### src/rtl/pipeline_ctrl_if.sv
// pipeline_ctrl_if: sequencing handshake between the pipeline controller, the datapath and data memory.
interface pipeline_ctrl_if;
  logic fwd_stall;
  logic br_taken;
  logic mem_op;
  logic dmem_ready;
  logic dmem_req;
  logic pc_en;
  logic mw_en;
  logic bubble_mw;
  logic load_valid;
  modport master (
    input  fwd_stall, br_taken, mem_op, dmem_ready,
    output dmem_req, pc_en, mw_en, bubble_mw, load_valid
  );
  modport slave (
    output fwd_stall, br_taken, mem_op, dmem_ready,
    input  dmem_req, pc_en, mw_en, bubble_mw, load_valid
  );
endinterface

### src/rtl/pipeline_ctrl.sv
// pipeline_ctrl: PC/MW sequencing for the DE/MW pipeline, stretching it for memory waits, branch flushes and load-use stalls.
module pipeline_ctrl #(
  parameter int FLUSH_CYCLES = 1,
  parameter int MAX_WAIT = 255,
  parameter int CNT_W = 16
) (
  input  logic clk,
  input  logic rst,
  pipeline_ctrl_if.master bus,
  output logic mem_err,
  output logic [CNT_W-1:0] stall_cnt,
  output logic [CNT_W-1:0] flush_cnt,
  output logic [1:0] state
);
  typedef enum logic [1:0] {RUN = 2'd0, MEM_WAIT = 2'd1, FLUSH = 2'd2} state_t;
  state_t state_q, state_n;
  logic [3:0] flush_left;
  logic [7:0] wait_cnt, wait_n;
  logic wait_on, resolve, stall_inc, flush_inc, flush_ld;
  logic req, pc, mw, bub, lv;
  assign state = state_q;
  assign wait_n = state_q == RUN ? 8'd1 : wait_cnt == 8'hff ? wait_cnt : wait_cnt + 8'd1;
  always_comb begin
    state_n = RUN;
    req = 1'b0;
    pc = 1'b0;
    mw = 1'b1;
    bub = 1'b1;
    lv = 1'b0;
    wait_on = 1'b0;
    resolve = 1'b0;
    stall_inc = 1'b0;
    flush_inc = 1'b0;
    flush_ld = 1'b0;
    case (state_q)
      RUN: begin
        wait_on = bus.mem_op && !bus.dmem_ready;
        resolve = !wait_on;
      end
      MEM_WAIT: begin
        wait_on = !bus.dmem_ready;
        resolve = bus.dmem_ready;
      end
      FLUSH: state_n = flush_left > 4'd1 ? FLUSH : RUN;
      default: state_n = RUN;
    endcase
    if (wait_on) begin
      state_n = MEM_WAIT;
      req = 1'b1;
      mw = 1'b0;
      stall_inc = 1'b1;
    end
    // Completed access (or none pending): branch, then load-use, then normal flow.
    if (resolve) begin
      lv = bus.mem_op || state_q == MEM_WAIT;
      req = lv;
      if (bus.br_taken) begin
        pc = 1'b1;
        flush_inc = 1'b1;
        flush_ld = FLUSH_CYCLES > 1;
        state_n = flush_ld ? FLUSH : RUN;
      end else if (bus.fwd_stall) begin
        stall_inc = 1'b1;
      end else begin
        pc = 1'b1;
        bub = 1'b0;
      end
    end
  end
  assign bus.dmem_req = !rst && req;
  assign bus.pc_en = !rst && pc;
  assign bus.mw_en = rst || mw;
  assign bus.bubble_mw = rst || bub;
  assign bus.load_valid = !rst && lv;
  always_ff @(posedge clk) begin
    if (rst) begin
      state_q <= RUN;
      flush_left <= '0;
      wait_cnt <= '0;
      stall_cnt <= '0;
      flush_cnt <= '0;
      mem_err <= 1'b0;
    end else begin
      state_q <= state_n;
      flush_left <= flush_ld ? 4'(FLUSH_CYCLES - 1) :
                    (state_q == FLUSH && flush_left != 4'd0) ? flush_left - 4'd1 : flush_left;
      if (wait_on) wait_cnt <= wait_n;
      mem_err <= mem_err || (wait_on && wait_n >= 8'(MAX_WAIT));
      if (stall_inc && stall_cnt != '1) stall_cnt <= stall_cnt + CNT_W'(1);
      if (flush_inc && flush_cnt != '1) flush_cnt <= flush_cnt + CNT_W'(1);
    end
  end
endmodule

### src/flat_wrapper.sv
// flat-port wrapper written by rule: the top's interface ports become plain ports
module pipeline_ctrl_flat 
#(
  parameter int FLUSH_CYCLES = 1,
  parameter int MAX_WAIT = 255,
  parameter int CNT_W = 16
)
  (clk, rst, mem_err, stall_cnt, flush_cnt, state, bus_fwd_stall, bus_br_taken, bus_mem_op, bus_dmem_ready, bus_dmem_req, bus_pc_en, bus_mw_en, bus_bubble_mw, bus_load_valid);
  pipeline_ctrl_if bus_i ();
  input  logic clk;
  input  logic rst;
  output logic mem_err;
  output logic [CNT_W-1:0] stall_cnt;
  output logic [CNT_W-1:0] flush_cnt;
  output logic [1:0] state;
  input wire logic [$bits(bus_i.fwd_stall)-1:0] bus_fwd_stall;
  input wire logic [$bits(bus_i.br_taken)-1:0] bus_br_taken;
  input wire logic [$bits(bus_i.mem_op)-1:0] bus_mem_op;
  input wire logic [$bits(bus_i.dmem_ready)-1:0] bus_dmem_ready;
  output wire logic [$bits(bus_i.dmem_req)-1:0] bus_dmem_req;
  output wire logic [$bits(bus_i.pc_en)-1:0] bus_pc_en;
  output wire logic [$bits(bus_i.mw_en)-1:0] bus_mw_en;
  output wire logic [$bits(bus_i.bubble_mw)-1:0] bus_bubble_mw;
  output wire logic [$bits(bus_i.load_valid)-1:0] bus_load_valid;
  assign bus_i.fwd_stall = bus_fwd_stall;
  assign bus_i.br_taken = bus_br_taken;
  assign bus_i.mem_op = bus_mem_op;
  assign bus_i.dmem_ready = bus_dmem_ready;
  assign bus_dmem_req = bus_i.dmem_req;
  assign bus_pc_en = bus_i.pc_en;
  assign bus_mw_en = bus_i.mw_en;
  assign bus_bubble_mw = bus_i.bubble_mw;
  assign bus_load_valid = bus_i.load_valid;
  pipeline_ctrl #(.FLUSH_CYCLES(FLUSH_CYCLES), .MAX_WAIT(MAX_WAIT), .CNT_W(CNT_W)) u_core (.clk(clk), .rst(rst), .bus(bus_i), .mem_err(mem_err), .stall_cnt(stall_cnt), .flush_cnt(flush_cnt), .state(state));
endmodule
### config.mk
export PLATFORM = sky130hd
export DESIGN_NAME = pipeline_ctrl_flat
export DESIGN_NICKNAME = d
export VERILOG_FILES = /design/src/rtl/pipeline_ctrl_if.sv /design/src/rtl/pipeline_ctrl.sv /design/src/flat_wrapper.sv
export SDC_FILE = /design/constraint.sdc
export NUM_CORES = 1
export LEC_CHECK = 0
export ABC_AREA = 1
export CORE_UTILIZATION = 40
export CTS_CLUSTER_SIZE = 30
export DETAILED_ROUTE_END_ITERATION = 10
export MAX_ROUTING_LAYER = met4
export PLACE_DENSITY = 0.78
export REMOVE_ABC_BUFFERS = 1
export SKIP_CTS_REPAIR_TIMING = 1
export SYNTH_ARGS = -nofsm -noshare
export SYNTH_HDL_FRONTEND = slang
export SYNTH_SLANG_ARGS = --single-unit
export TNS_END_PERCENT = 10
### constraint.sdc
create_clock -name clk -period 1.61 [get_ports clk]
set_clock_uncertainty 0.15 [all_clocks]
set_input_delay 0.161 -clock clk [delete_from_list [all_inputs] [get_ports clk]]
set_output_delay 0.161 -clock clk [all_outputs]
set_load 0.05 [all_outputs]
# Word-level counts from Yosys, hierarchy flattened
# Cells that the tools add are included.
[classes]
addsub = 4
mul = 0
div_mod_pow = 0
magnitude_cmp = 2
eq_ne = 5
shift = 0
mux = 24
bitwise_logic = 0
reduce_logical = 17
[op_table]
columns = ["cell", "n"]
rows = [
  ["$add 16x1->16 const B", 2],
  ["$ne 16x16->1 const B", 2],
  ["$mux 8", 2],
  ["$mux 1", 15],
  ["$mux 2", 5],
  ["$add 8x1->8 const B", 1],
  ["$eq 8x8->1 const B", 1],
  ["$ge 8x8->1 const B", 1],
  ["$logic_and 1x1->1", 8],
  ["$gt 4x1->1 const B", 1],
  ["$logic_or 1x1->1", 4],
  ["$pmux 1 s2", 2],
  ["$reduce_bool 4->1", 1],
  ["$sub 4x1->4 const B", 1],
  ["$logic_not 1->1", 3],
  ["$eq 2x1->1 const B", 1],
  ["$eq 2x2->1 const B", 1],
  ["$logic_not 2->1", 1],
]
[totals]
ff_bits = 47
latch_bits = 0
ramBits = 0
romBits = 0
in_bits = 6
mem_count = 0

# Depth between registers and ports, before layout
[depth]
ltp_word = 8
ltp_mapped = 12

# Worst setup path before layout
# OpenSTA, ideal clock, no wires.
[synth_timing]
path_type = "flip-flop to output port"
startpoint = "register u_core.state_q[0] (netlist: u_core.state[0])"
endpoint = "output port bus_load_valid"
arrival_time_ns = 2.429
slack_ns = -1.130
path_stages_with_launch = 4
path_cell_list = "dfxtp_1 nor2_2 nor3_1 and2_1"
[synth_between]
elab_chain_cells = 4
elab_cells_between_ends = 6
cone_classes = "eq/ne: 1; mux: 2; reduce/logical: 3"
[synth_lines]
columns = ["item", "line", "text"]
rows = [
  ["start, declared", "pipeline_ctrl.sv:16", "state_t state_q, state_n;"],
  ["start signal, assigned", "pipeline_ctrl.sv:84", "state_q <= state_n;"],
  ["$eq 2x1->1 or $logic_not 2->1 (tied branches)", "pipeline_ctrl.sv:35, pipeline_ctrl.sv:55", ""],
  ["$pmux 1 s2 or $logic_or 1x1->1 (tied branches)", "pipeline_ctrl.sv:35, pipeline_ctrl.sv:55", ""],
  ["$mux 1 *", "pipeline_ctrl.sv:54", "if (resolve) begin"],
  ["$logic_and 1x1->1 *", "pipeline_ctrl.sv:74", "assign bus.load_valid = !rst && lv;"],
  ["end, declared", "flat_wrapper.sv:24", "output wire logic [$bits(bus_i.load_valid)-1:0] bus_load_valid;"],
]
# Mark *: on every way between the ends. The rest lies on a longest branch, timed or not.

# Worst setup path in the final report
[layout_timing]
startpoint = "register u_core.wait_cnt[0]"
endpoint = "register u_core.mem_err"
[layout_between]
elab_chain_cells = 6
elab_cells_between_ends = 7
cone_classes = "add/sub: 1; order compare: 1; eq/ne: 1; mux: 2; reduce/logical: 2"
[layout_lines]
columns = ["item", "line", "text"]
rows = [
  ["start, declared", "pipeline_ctrl.sv:18", "logic [7:0] wait_cnt, wait_n;"],
  ["start signal, assigned", "pipeline_ctrl.sv:87", "if (wait_on) wait_cnt <= wait_n;"],
  ["$add 8x1->8 or $eq 8x8->1 (tied branches)", "pipeline_ctrl.sv:22", "assign wait_n = state_q == RUN ? 8'd1 : wait_cnt == 8'hff ? wait_cnt : wait_cnt + 8'd1;"],
  ["$mux 8 * (2 in a row)", "pipeline_ctrl.sv:22", ""],
  ["$ge 8x8->1 *", "pipeline_ctrl.sv:88", "mem_err <= mem_err || (wait_on && wait_n >= 8'(MAX_WAIT));"],
  ["$logic_and 1x1->1 *", "pipeline_ctrl.sv:88", ""],
  ["$logic_or 1x1->1 *", "pipeline_ctrl.sv:88", ""],
  ["end signal, assigned", "pipeline_ctrl.sv:88", ""],
  ["end, declared", "pipeline_ctrl.sv:10", "output logic mem_err,"],
]
# Marks and branches as above.
# A chain may end at the register's enable or synchronous reset.

==> results_dict.tcl <==
set metrics [dict create \
    min_path_cells 2 \
    drt-initial-drc-count 118 \
    ys_types 33 \
    status "complete, but fails checks" \
    crit_path_max_fanout 5 \
    num_vias 3115 \
    holdWs_ns 0.310 \
    wirelength_mm 8.28 \
    numCtsBuffers 5 \
    setup_slack_ns -0.127 \
    dp_slack_ns -0.301 \
    tightest_slew_ns 0.349 \
    hold_end "u_core.mem_err" \
    ios 46 \
    wl_met2_mm 4.32 \
    crit-reg2reg-launch "u_core.wait_cnt[0]" \
    final_cells 611 \
    crit_required_ns 1.69 \
    ys_ff_latch 47 \
    grt_util_all_layers 0.211 \
    worstHoldPathType "reg2reg" \
    min_period_ns 1.74 \
    relSlewSlack 0.766 \
    worst_r2r_endpoint "u_core.mem_err" \
    antenna_found_initial 0 \
    post-dp-hpwl_mm 5.51 \
    grt_pass1_vias 2768 \
    overflow 0 \
    syn_inst 399 \
    clock_path_buffers 2 \
    ant_nets 0 \
    gp_congestion 0.893 \
    hp-start "u_core.mem_err" \
    cts_root_buf "clkbuf_8" \
    start_kind "flop" \
    die_area_mm2 0.00692 \
    path_clk_slew_ns 0.08 \
    avgSynthCellArea_um2 6.61 \
    drv_cap 0 \
    io_buffers 45 \
    drv_slew 0 \
    wl_per_cell_um 13.5 \
    p_per_area_mw_per_mm2 557 \
    yosysSeqAreaShare 0.357 \
    initial_core_util 0.415 \
    r2r_cells 9 \
    grt_pass1_wl_mm 11.8 \
    viasPerCell 5.10 \
    ir_worst_vdd_v 0.000429 \
    worstSetupPathType "reg2reg" \
    core.rowCount 29 \
    dr.max_layer_used "met4" \
    wl_met3_um 322 \
    fillers 468 \
    numClockSinks 47 \
    drt_first_pass_iters 4 \
    htreeDepth 2 \
    layout.cells.most_common_list "buf_4 (89), nand2_1 (85), inv_1 (45)" \
    wirelength_met1_mm 3.40 \
    yosys_warnings 0 \
    violations "setup timing" \
    fin_crit_sh 1.08 \
    die_h_um 83.2 \
    drive_gt1_frac 0.395 \
    cts_tree "done" \
    grt_setup_unrepaired "yes" \
    setup_viol 19 \
    arrival_ns 1.82 \
    final_common_cell "buf_4" \
    die_x_um 83.2 \
    final_nets 545 \
    final_area_mm2 0.00450 \
    clock.fmax_mhz 576 \
    endpoint_kind "flop" \
    grt_max_degree 18 \
    dp_cells 589 \
    drc 0 \
    hold_viol_final 0 \
    power.leakage_nw 1.88 \
    coreArea_mm2 0.00635 \
    r2r_setup_slack_ns -0.13 \
    antennaDiodeCount 0 \
    worstSkewPairLatency_ns 0.31 \
    place_area_mm2 0.00399 \
    synth_area_mm2 0.00264 \
    area_delta_synth_final_pct 70.9 \
]
## worst max path at each step
stage,cells after the start,startpoint,endpoint,slack [ns]
2_1_floorplan,3,u_core.state[0],bus_load_valid,-1.13
3_3_place_gp,10,bus_mem_op,u_core.stall_cnt[3],-0.25
3_5_place_dp,12,bus_mem_op,u_core.flush_cnt[10],-0.30
4_1_cts,9,u_core.stall_cnt[0],u_core.stall_cnt[15],-0.27
5_1_grt,9,u_core.state[0],bus_pc_en,-0.17
6_report,9,u_core.wait_cnt[0],u_core.mem_err,-0.13
## report_power, final
group / leakage [nW] / internal [mW] / switching [mW]
Clock: 0.0515 / 0.393 / 0.401
Sequential: 0.385 / 1.19 / 0.0255
Combinational: 1.44 / 0.236 / 0.265
## metal layers
layer | vias to the layer above | GRT usage
li1 | 1555 | -
met1 | 1448 | 0.252
met2 | 86 | 0.362
met3 | 26 | 0.0358
met4 | 0 | 0.0674
met5 | - | -
## critical path: stages, from the launching register on
cell     delay, ns
dfxtp_2       0.36
ha_4          0.14
nand2_2       0.08
nor2_4        0.18
nand3_1       0.10
nand3_1       0.15
nand2_1       0.09
nor2_1        0.13
nand3_1       0.14
a21oi_1       0.15
## final cells by class
type / count / area, um2 / area share
Multi-Input combinational cell: 293 / 1700 / 0.378
Timing Repair Buffer: 134 / 1440 / 0.320
Sequential cell: 47 / 955 / 0.212
Inverter: 51 / 204 / 0.0453
Clock buffer: 8 / 100 / 0.0222
Tap cell: 77 / 96.3 / 0.0214
Timing Repair inverter: 1 / 5.00 / 0.00111
## cell usage after synthesis (all sizes together)
| cell type | count | area share |
|---|---|---|
| a211oi | 2 | 0.0057 |
| a21boi | 1 | 0.0028 |
| a21oi | 36 | 0.071 |
| a22oi | 1 | 0.0028 |
| a31oi | 2 | 0.0047 |
| and2 | 1 | 0.0024 |
| and3 | 2 | 0.0047 |
| buf | 5 | 0.015 |
| clkbuf | 4 | 0.0057 |
| clkinv | 1 | 0.0014 |
| dfxtp | 47 | 0.36 |
| ha | 6 | 0.028 |
| inv | 50 | 0.071 |
| nand2 | 98 | 0.14 |
| nand3 | 29 | 0.055 |
| nand3b | 1 | 0.0028 |
| nand4 | 6 | 0.014 |
| nor2 | 63 | 0.11 |
| nor3 | 10 | 0.023 |
| nor4 | 2 | 0.0047 |
| o211ai | 1 | 0.0028 |
| o21ai | 21 | 0.041 |
| xnor2 | 5 | 0.017 |
| xor2 | 5 | 0.017 |
## stage by stage
| stage | TNS (ns) | utilization | power, mW |
|---|---|---|---|
| 3_5_place_dp | -8.02 | 0.629 | 1.63 |
| 3_3_place_gp | -6.40 | 0.629 | 1.63 |
| 2_1_floorplan | -19.07 | - | 1.41 |
| 4_1_cts | -5.51 | 0.645 | 2.41 |
| 5_1_grt | -3.16 | 0.709 | 2.62 |
| 6_report | -0.794 | 0.709 | 2.51 |
## logic make-up after synthesis
| logic type | after synthesis | share of synthesized area |
|---|---|---|
| AND/OR/NAND/NOR | 212 | 0.356 |
| AO/OA/AOI/OAI | 64 | 0.131 |
| buffers and inverters | 60 | 0.0935 |
| flip-flops | 47 | 0.357 |
| XOR/XNOR | 10 | 0.0332 |
| adder cells (fa/ha/maj) | 6 | 0.0285 |
## state kept, by name (all words and copies together) (netlist names)
name,flops
u_core.flush_left,4
u_core.mem_err,1
u_core.state,2
u_core.stall_cnt,16
u_core.wait_cnt,8
u_core.flush_cnt,16
No activity file was read; power rests on OpenSTA's default activity.
